### src/rtl/fetch_pkg.sv
// Shared fetch-path definitions used by the PC stage, fetch_queue and decode.
// Entry layout, most significant field first: {pc, pc4, instr}.
package fetch_pkg;

    localparam int FQ_DEPTH   = 4;
    localparam int FQ_AW      = 64;
    localparam int FQ_IW      = 32;
    localparam int FQ_ENTRY_W = 2*FQ_AW + FQ_IW;

    // Field offsets (LSB position) inside a default-width entry
    localparam int FQ_INSTR_LSB = 0;
    localparam int FQ_PC4_LSB   = FQ_IW;
    localparam int FQ_PC_LSB    = FQ_IW + FQ_AW;

    // PC stage next-PC select; PS_HOLD is chosen while the queue is full
    typedef enum logic [1:0] {
        PS_HOLD = 2'b00,
        PS_INC  = 2'b01,
        PS_ABS  = 2'b10,
        PS_REL  = 2'b11
    } ps_sel_e;

endpackage

### src/rtl/fetch_queue_ram.sv
// Entry storage for fetch_queue: DEPTH x W flops, one write port and one
// asynchronous read port. Contents are not reset; validity is tracked by
// the pointer/count logic in the parent.
module fetch_queue_ram #(
    parameter int DEPTH = 4,
    parameter int W     = 160,
    parameter int PW    = $clog2(DEPTH)
) (
    input  logic          clock,
    input  logic          we,
    input  logic [PW-1:0] waddr,
    input  logic [W-1:0]  wdata,
    input  logic [PW-1:0] raddr,
    output logic [W-1:0]  rdata
);

    logic [W-1:0] r_mem [DEPTH];

    // Write the offered entry on push
    always_ff @(posedge clock) begin
        if (we) begin
            r_mem[waddr] <= wdata;
        end
    end

    assign rdata = r_mem[raddr];

endmodule

### src/rtl/fetch_queue.sv
// Instruction fetch buffer between the PC stage and decode.
// Captures {pc, pc4, instr} on push, presents the oldest entry to decode,
// and drops everything on flush. in_ready low selects PS_HOLD in the PC stage.
// Optional build macro FETCH_QUEUE_PERF_EN adds saturating stall/flush counters.
module fetch_queue
    import fetch_pkg::*;
#(
    parameter int DEPTH = FQ_DEPTH,
    parameter int AW    = FQ_AW,
    parameter int IW    = FQ_IW
) (
    input  logic                       clock,
    input  logic                       reset,
    input  logic                       flush,
    input  logic                       in_valid,
    output logic                       in_ready,
    input  logic [AW-1:0]              in_pc,
    input  logic [AW-1:0]              in_pc4,
    input  logic [IW-1:0]              in_instr,
    output logic                       out_valid,
    input  logic                       out_ready,
    output logic [AW-1:0]              out_pc,
    output logic [AW-1:0]              out_pc4,
    output logic [IW-1:0]              out_instr,
    output logic [$clog2(DEPTH):0]     count
`ifdef FETCH_QUEUE_PERF_EN
   ,output logic [31:0]                perf_stall,
    output logic [31:0]                perf_flush
`endif
);

    localparam int PW = $clog2(DEPTH);
    localparam int CW = PW + 1;
    localparam int EW = 2*AW + IW;
    localparam logic [CW-1:0] C_FULL = CW'(DEPTH);

    logic [PW-1:0] r_wr_ptr;
    logic [PW-1:0] r_rd_ptr;
    logic [CW-1:0] r_count;

    logic          w_in_ready;
    logic          w_out_valid;
    logic          w_push;
    logic          w_pop;
    logic [EW-1:0] w_wr_entry;
    logic [EW-1:0] w_rd_entry;

    // Handshake flags depend only on the registered occupancy
    assign w_in_ready  = (r_count != C_FULL);
    assign w_out_valid = (r_count != '0);
    assign w_push      = in_valid  & w_in_ready;
    assign w_pop       = w_out_valid & out_ready;
    assign w_wr_entry  = {in_pc, in_pc4, in_instr};

    fetch_queue_ram #(
        .DEPTH (DEPTH),
        .W     (EW),
        .PW    (PW)
    ) u_ram (
        .clock (clock),
        .we    (w_push & ~flush),
        .waddr (r_wr_ptr),
        .wdata (w_wr_entry),
        .raddr (r_rd_ptr),
        .rdata (w_rd_entry)
    );

    // Pointer and occupancy update; flush outranks push and pop
    always_ff @(posedge clock or posedge reset) begin
        if (reset) begin
            r_wr_ptr <= '0;
            r_rd_ptr <= '0;
            r_count  <= '0;
        end else if (flush) begin
            r_wr_ptr <= '0;
            r_rd_ptr <= '0;
            r_count  <= '0;
        end else begin
            if (w_push) begin
                r_wr_ptr <= r_wr_ptr + 1'b1;
            end
            if (w_pop) begin
                r_rd_ptr <= r_rd_ptr + 1'b1;
            end
            case ({w_push, w_pop})
                2'b10:   r_count <= r_count + 1'b1;
                2'b01:   r_count <= r_count - 1'b1;
                default: r_count <= r_count;
            endcase
        end
    end

    // Head entry fields, zeroed while the queue is empty
    always_comb begin
        out_pc    = '0;
        out_pc4   = '0;
        out_instr = '0;
        if (w_out_valid) begin
            out_pc    = w_rd_entry[EW-1 -: AW];
            out_pc4   = w_rd_entry[IW +: AW];
            out_instr = w_rd_entry[IW-1:0];
        end
    end

    assign in_ready  = w_in_ready;
    assign out_valid = w_out_valid;
    assign count     = r_count;

`ifdef FETCH_QUEUE_PERF_EN
    logic [31:0] r_perf_stall;
    logic [31:0] r_perf_flush;

    // Saturating event counters: offered-but-refused cycles and flush cycles
    always_ff @(posedge clock or posedge reset) begin
        if (reset) begin
            r_perf_stall <= '0;
            r_perf_flush <= '0;
        end else begin
            if (in_valid && !w_in_ready && (r_perf_stall != 32'hFFFF_FFFF)) begin
                r_perf_stall <= r_perf_stall + 32'd1;
            end
            if (flush && (r_perf_flush != 32'hFFFF_FFFF)) begin
                r_perf_flush <= r_perf_flush + 32'd1;
            end
        end
    end

    assign perf_stall = r_perf_stall;
    assign perf_flush = r_perf_flush;
`endif

endmodule

### config.mk
export PLATFORM = sky130hd
export DESIGN_NAME = fetch_queue
export DESIGN_NICKNAME = d
export VERILOG_FILES = /design/src/rtl/fetch_pkg.sv /design/src/rtl/fetch_queue_ram.sv /design/src/rtl/fetch_queue.sv
export SDC_FILE = /design/constraint.sdc
export NUM_CORES = 1
export LEC_CHECK = 0
export ABC_AREA = 1
export BUFFER_PORTS_ARGS = -buffer_cell sky130_fd_sc_hd__buf_2
export CORE_MARGIN = 1.5
export CORE_UTILIZATION = 62
export CTS_BUF_LIST = sky130_fd_sc_hd__clkbuf_16
export CTS_CLUSTER_SIZE = 16
export DETAILED_ROUTE_END_ITERATION = 8
export HOLD_SLACK_MARGIN = 0.03
export PLACE_DENSITY = 0.94
export SLEW_MARGIN = 0
export SYNTH_ARGS = -nofsm -noshare
export SYNTH_HDL_FRONTEND = slang
export SYNTH_SLANG_ARGS = --single-unit
### constraint.sdc
create_clock -name clock -period 16.65 [get_ports clock]
set_input_delay 0.8325 -clock clock [delete_from_list [all_inputs] [get_ports clock]]
set_output_delay 0.8325 -clock clock [all_outputs]
set_load 0.1 [all_outputs]
==> results of run 1 <==
-- sequential cells by signal, summed over array words and instances, names as in the netlist --
name / count
r_wr_ptr: 2
count: 3
u_ram.r_mem: 640
r_rd_ptr: 2
-- synthesized netlist by cell type --
cell type | instances | area, um^2
edfxtp_1 | 640 | 19220
buf_6 | 4 | 45.04
buf_1 | 4 | 15.01
fa_1 | 1 | 20.02
nor2_1 | 644 | 2417
buf_4 | 20 | 150.1
dfrtp_1 | 7 | 175.2
clkbuf_1 | 19 | 71.32
o21ai_1 | 234 | 1171
nand3b_1 | 1 | 7.510
clkinv_1 | 1 | 3.750
inv_1 | 11 | 41.29
nor2_2 | 1 | 6.260
buf_2 | 48 | 240.2
nand2_1 | 17 | 63.81
xnor2_1 | 1 | 8.760
nand3_1 | 5 | 25.02
o21ai_0 | 89 | 445.4
a21oi_1 | 163 | 815.8
inv_2 | 4 | 15.01
nor2_4 | 1 | 11.26
ha_1 | 4 | 50.05
clkbuf_2 | 28 | 140.1
nand2_2 | 2 | 12.51
-- per-stage QoR --
stage	area, um^2	cells	utilization [%]	hold WS [ns]	worst slack, ns
final	29060	2817	72.80	0.1555	11.58
after global routing	29040	2812	72.77	0.1575	11.52
after CTS	29030	2806	72.73	0.1331	11.67
after detailed placement	27020	2699	67.70	0.6159	12.34
after global placement	27020	2699	67.70	0.5754	12.59
after floorplan	25170	1949	-	0.5794	7.160
-- area by class of cell --
cell class | count | area, um^2
inverter | 16 | 77.57
antenna | 11 | 27.53
timing repair buffer | 348 | 1802
sequential | 647 | 19400
fill | 2339 | 10860
tap | 525 | 656.9
clock inverter | 48 | 530.5
multi-input combinational | 1163 | 5085
clock buffer | 59 | 1476
-- path summary, 6_finish.rpt --
kind	end	slack [ns]	depth (start not counted)
setup / recovery	out_instr[26]	11.58	5
hold reg to reg	count[2]$_DFFE_PP0P_	0.63	2
max in group asynchronous	r_rd_ptr[0]$_DFFE_PP0P_	16.24	2
hold / removal	count[1]$_DFFE_PP0P_	0.16	2
setup reg to reg	u_ram.r_mem[2][133]$_DFFE_PP_	13.53	8
min in group clock	u_ram.r_mem[0][109]$_DFFE_PP_	0.43	1
-- metal layers --
metal | vias up | global-route usage (%)
li1 | 7508 | -
met1 | 8082 | 32.89
met2 | 917 | 48.03
met3 | 159 | 6.808
met4 | 12 | 11.50
met5 | - | 0
-- worst max-delay path, delay by kind of cell, from the launching register on --
family | cells | cell delay, ns
buf+inv | 3 | 2.09
flops | 1 | 0.52
compound gates | 2 | 0.60
-- logic make-up (layout without fill, tap and decap cells) --
kind of cell / after synthesis / after routing / synth area share, %
other cells: 0 / 11 / 0
flops: 647 / 647 / 77.05
fa+ha+maj: 5 / 5 / 0.2784
buf+inv: 139 / 471 / 2.868
compound gates: 486 / 486 / 9.663
xor+xnor: 1 / 1 / 0.03480
simple gates: 671 / 671 / 10.11
==> reports/metrics.cfg, run 1 <==
[placement]
dp_hpwl_um = 31680
numPortBuffers = 329
place_congestion = 0.7738

[critical_path]
cp.arrival_ns = 4.23
cp_max_fo = 211
cp-start-kind = register
crit_slowest_cell = buf_4
worstSetupPathType = register to primary output
cp-startpoint = r_rd_ptr[0]$_DFFE_PP0P_
endpoint_kind = primary output
critPathRequiredTime_ns = 15.82
path_cells = inv_8, buf_4, o21ai_0, a21oi_1, buf_2
reg2reg_from = count[0]$_DFFE_PP0P_
slowest_delay_ns = 1.01

[clock_network]
cts_root_buf = clkbuf_16
numClockSinks = 647
cts-resized-gates = 0
cts_hold_buf = 0
clk_pin_slew_ns = 0.06
htree_num_levels = 2
post-cts-setup-buffers = 0
cts_buffer_depth = 3
cts_tree = built
numCtsBuffers = 59
clk-insertion-delay-late_ns = 0.62

[cells_and_area]
layout_common_cells = 640 x nor2_1, 640 x edfxtp_1, 329 x buf_2
drive_gt1_share_pct = 19.47
final_nets = 2405
syn_to_final_growth_pct = 15.44

[run_status]
status = finished, final reports clean

[sta]
finalSetupTns_ns = 0
relSlewSlack_pct = 11.62
maxSlewViolCount = 0
fin_crit_sh_pct = 30.42
setup_violations = 0
hold_violations = 0
finClkSkew_ns = 0.01813
rsz0062_at_grt = no
period_needed_ns = 5.065
fmax_mhz = 197.4
tightestPinTransition_ns = 1.326

[logic_synthesis]
synth_area_um2 = 25170
synth_cells = 1949
avgSynthCellArea_um2 = 12.91
ys_types = 24
syn-num-nets = 2119
ys_seq_elements = 647
seq_area_frac_synth_pct = 77.05
yosysWarnings = 0

[die]
coreArea_um2 = 39910
dieWidth_um = 204.5
rows = 73
initial_core_util_pct = 63.06
fp.dieH_um = 204.5
die_area_um2 = 41810
ios = 330

[grt]
grt_overflow = 0
grt_pass1_wl_um = 87530
antenna_found_initial = 13
grt_usage_pct = 27.60
grt_pass1_vias = 16500
grt_start_max_net_pins = 225

[routing]
drtAntennaViolNets = 0
wl_per_cell_um = 20.69
vias = 16678
met2_wirelength_um = 30160
routed_wl_um = 58290
highest_layer = met5
wl_met3_um = 5517
wl_met1_um = 20500
vias_per_cell = 5.920
dr.pass1.iters = 5
drt_iter0_drc = 1541
drc = 0

[min_path]
hp-class = input pin to asynchronous set/reset pin

[run]
maxCapViolations = 0

Power of run 1 is not shown: default switching activity piles up to over one toggle a cycle in this logic, so the estimate is an artifact.
==> run 2, diff against run 1 <==
- CORE_UTILIZATION: 62 -> 57
- PLACE_DENSITY: 0.94 -> 0.88
- clock period: 16.65 -> 4.9 ns (I/O delays scaled with it)
==> run 2 against run 1 <==
Effect of this change: utilization shrank 1.9 points; hold slack improved by 0.023 ns; die area rose by 8.6%; critical path depth is the same; critical endpoint is now out_pc[10].
==> reports/metrics.cfg, run 2 (synthesis results as in run 1) <==
[run_status]
status = finished, final reports clean

[placement]
dp_hpwl_um = 31380  ; -0.94%
numPortBuffers = 329  ; unchanged
place_congestion = 0.7911  ; +2.2%

[die]
initial_core_util_pct = 58.05  ; -5.0 points
coreArea_um2 = 43360  ; +8.6%
dieWidth_um = 213.1  ; +4.2%
die_area_um2 = 45430  ; +8.6%
fp.dieH_um = 213.1  ; +4.2%
rows = 76  ; +4.1%
ios = 330  ; unchanged

[critical_path]
path_cells = inv_8, buf_12, o21ai_1, a21oi_1, buf_2
cp-start-kind = register
crit_slowest_cell = dfrtp_4
slowest_delay_ns = 0.68  ; -0.33 ns
worstSetupPathType = register to primary output
critPathRequiredTime_ns = 4.66  ; -11.16 ns
critPathBufInv = 3  ; unchanged
endpoint_kind = primary output
cp.arrival_ns = 3.49  ; -0.74 ns
cp_max_fo = 123  ; -42%
critical-path-top-delay-family = buffers and inverters

[cells_and_area]
final_nets = 2572  ; +6.9%
layout_common_cells = 640 x nor2_1, 640 x edfxtp_1, 329 x buf_2
largest_reg_flops = 640  ; unchanged
drive_gt1_share_pct = 18.29  ; -1.2 points
syn_to_final_growth_pct = 22.20
regMostFlops = u_ram.r_mem

[clock_network]
post-cts-setup-buffers = 0  ; unchanged
numClockSinks = 647  ; unchanged
cts-resized-gates = 0  ; unchanged
cts_hold_buf = 164  ; +164
clk_pin_slew_ns = 0.06  ; about the same
numCtsBuffers = 60  ; +1.7%
cts_tree = built
cts_root_buf = clkbuf_16
htree_num_levels = 2  ; unchanged
cts_buffer_depth = 3  ; unchanged
clk-insertion-delay-late_ns = 0.63  ; about the same

[routing]
vias = 17727  ; +6.3%
dr.pass1.iters = 5  ; unchanged
wl_per_cell_um = 21.40  ; +3.4%
routed_wl_um = 65170  ; +12%
drtAntennaViolNets = 0  ; unchanged
drt_iter0_drc = 2243  ; +46%
vias_per_cell = 5.822  ; -1.7%
drc = 0  ; unchanged

[grt]
grt_usage_pct = 27.75  ; +0.16 points
grt_overflow = 0  ; unchanged
grt_pass1_wl_um = 96020  ; +9.7%
antenna_found_initial = 6  ; -7
grt_start_max_net_pins = 165  ; -27%
grt_pass1_vias = 17824  ; +8.0%

[sta]
maxSlewViolCount = 0  ; unchanged
finClkSkew_ns = 0.02442  ; +0.006285 ns
fmax_mhz = 267.4
relSlewSlack_pct = 25.16  ; +14 points
rsz0062_at_grt = no
tightestPinTransition_ns = 1.123  ; -0.2030 ns
finalSetupTns_ns = 0  ; unchanged
fin_crit_sh_pct = 76.32
period_needed_ns = 3.740
setup_violations = 0  ; unchanged
hold_violations = 0  ; unchanged

[run]
maxCapViolations = 0  ; unchanged

[min_path]
hp-class = input pin to asynchronous set/reset pin

[run 2: changes by cell type in the layout (fill, tap and decap cells not counted), moves of 3 or more]
cell / delta
dlygate4sd3_1: +164
buf_12: +8
bufinv_16: -7
buf_4: -6
clkinv_2: +6
inv_1: +3
[run 2: area by class of cell]
| type | count | area [um^2] |
|---|---|---|
| sequential | 647 | 19400 |
| fill | 2576 | 12600 |
| multi-input combinational | 1163 | 5087 |
| timing repair buffer | 514 | 3558 |
| clock buffer | 61 | 1526 |
| tap | 585 | 732.0 |
| clock inverter | 49 | 347.8 |
| inverter | 16 | 77.57 |
| antenna | 10 | 25.02 |
[run 2: metal layers]
metal  GRT usage, %  wire (um)  vias to the layer above
met5              0         13                        -
met4          13.62       2548                        2
met3          7.016       6497                      202
met2          47.20      33020                     1097
met1          33.06      23090                     8588
li1               -          -                     7838
[run 2: metrics by stage]
stage / instances / worst slack [ns] / area, um^2 / hold WS, ns / util (%)
2_1_floorplan: 1949 / 0.1985 / 25210 / 0.04826 / -
3_3_place_gp: 2761 / 2.022 / 27220 / 0.1919 / 62.77
3_5_place_dp: 2761 / 1.949 / 27220 / 0.1863 / 62.77
4_1_cts: 3035 / 1.296 / 30730 / 0.08408 / 70.88
5_1_grt: 3040 / 1.043 / 30750 / 0.1644 / 70.91
6_report: 3045 / 1.160 / 30760 / 0.1781 / 70.93
[run 2: path summary, 6_finish.rpt]
kind                                          from                       endpoint  slack (ns)  depth (start not counted)
hold / removal                               reset        r_rd_ptr[1]$_DFFE_PP0P_        0.18                          3
setup / recovery           r_rd_ptr[0]$_DFFE_PP0P_                     out_pc[10]        1.16                          5
max in group asynchronous                    reset        r_rd_ptr[0]$_DFFE_PP0P_        4.43                          3
min in group clock                        in_pc[7]  u_ram.r_mem[0][103]$_DFFE_PP_        0.37                          2
hold reg to reg               count[0]$_DFFE_PP0P_           count[0]$_DFFE_PP0P_        0.62                          2
setup reg to reg              count[1]$_DFFE_PP0P_  u_ram.r_mem[3][129]$_DFFE_PP_        2.07                          7
[run 2: worst min-delay path, stage by stage]
cell and delay, ns:
dlygate4sd3_1 0.56, buf_2 0.13, inv_1 0.26
Power of run 2 is left out for the same reason.
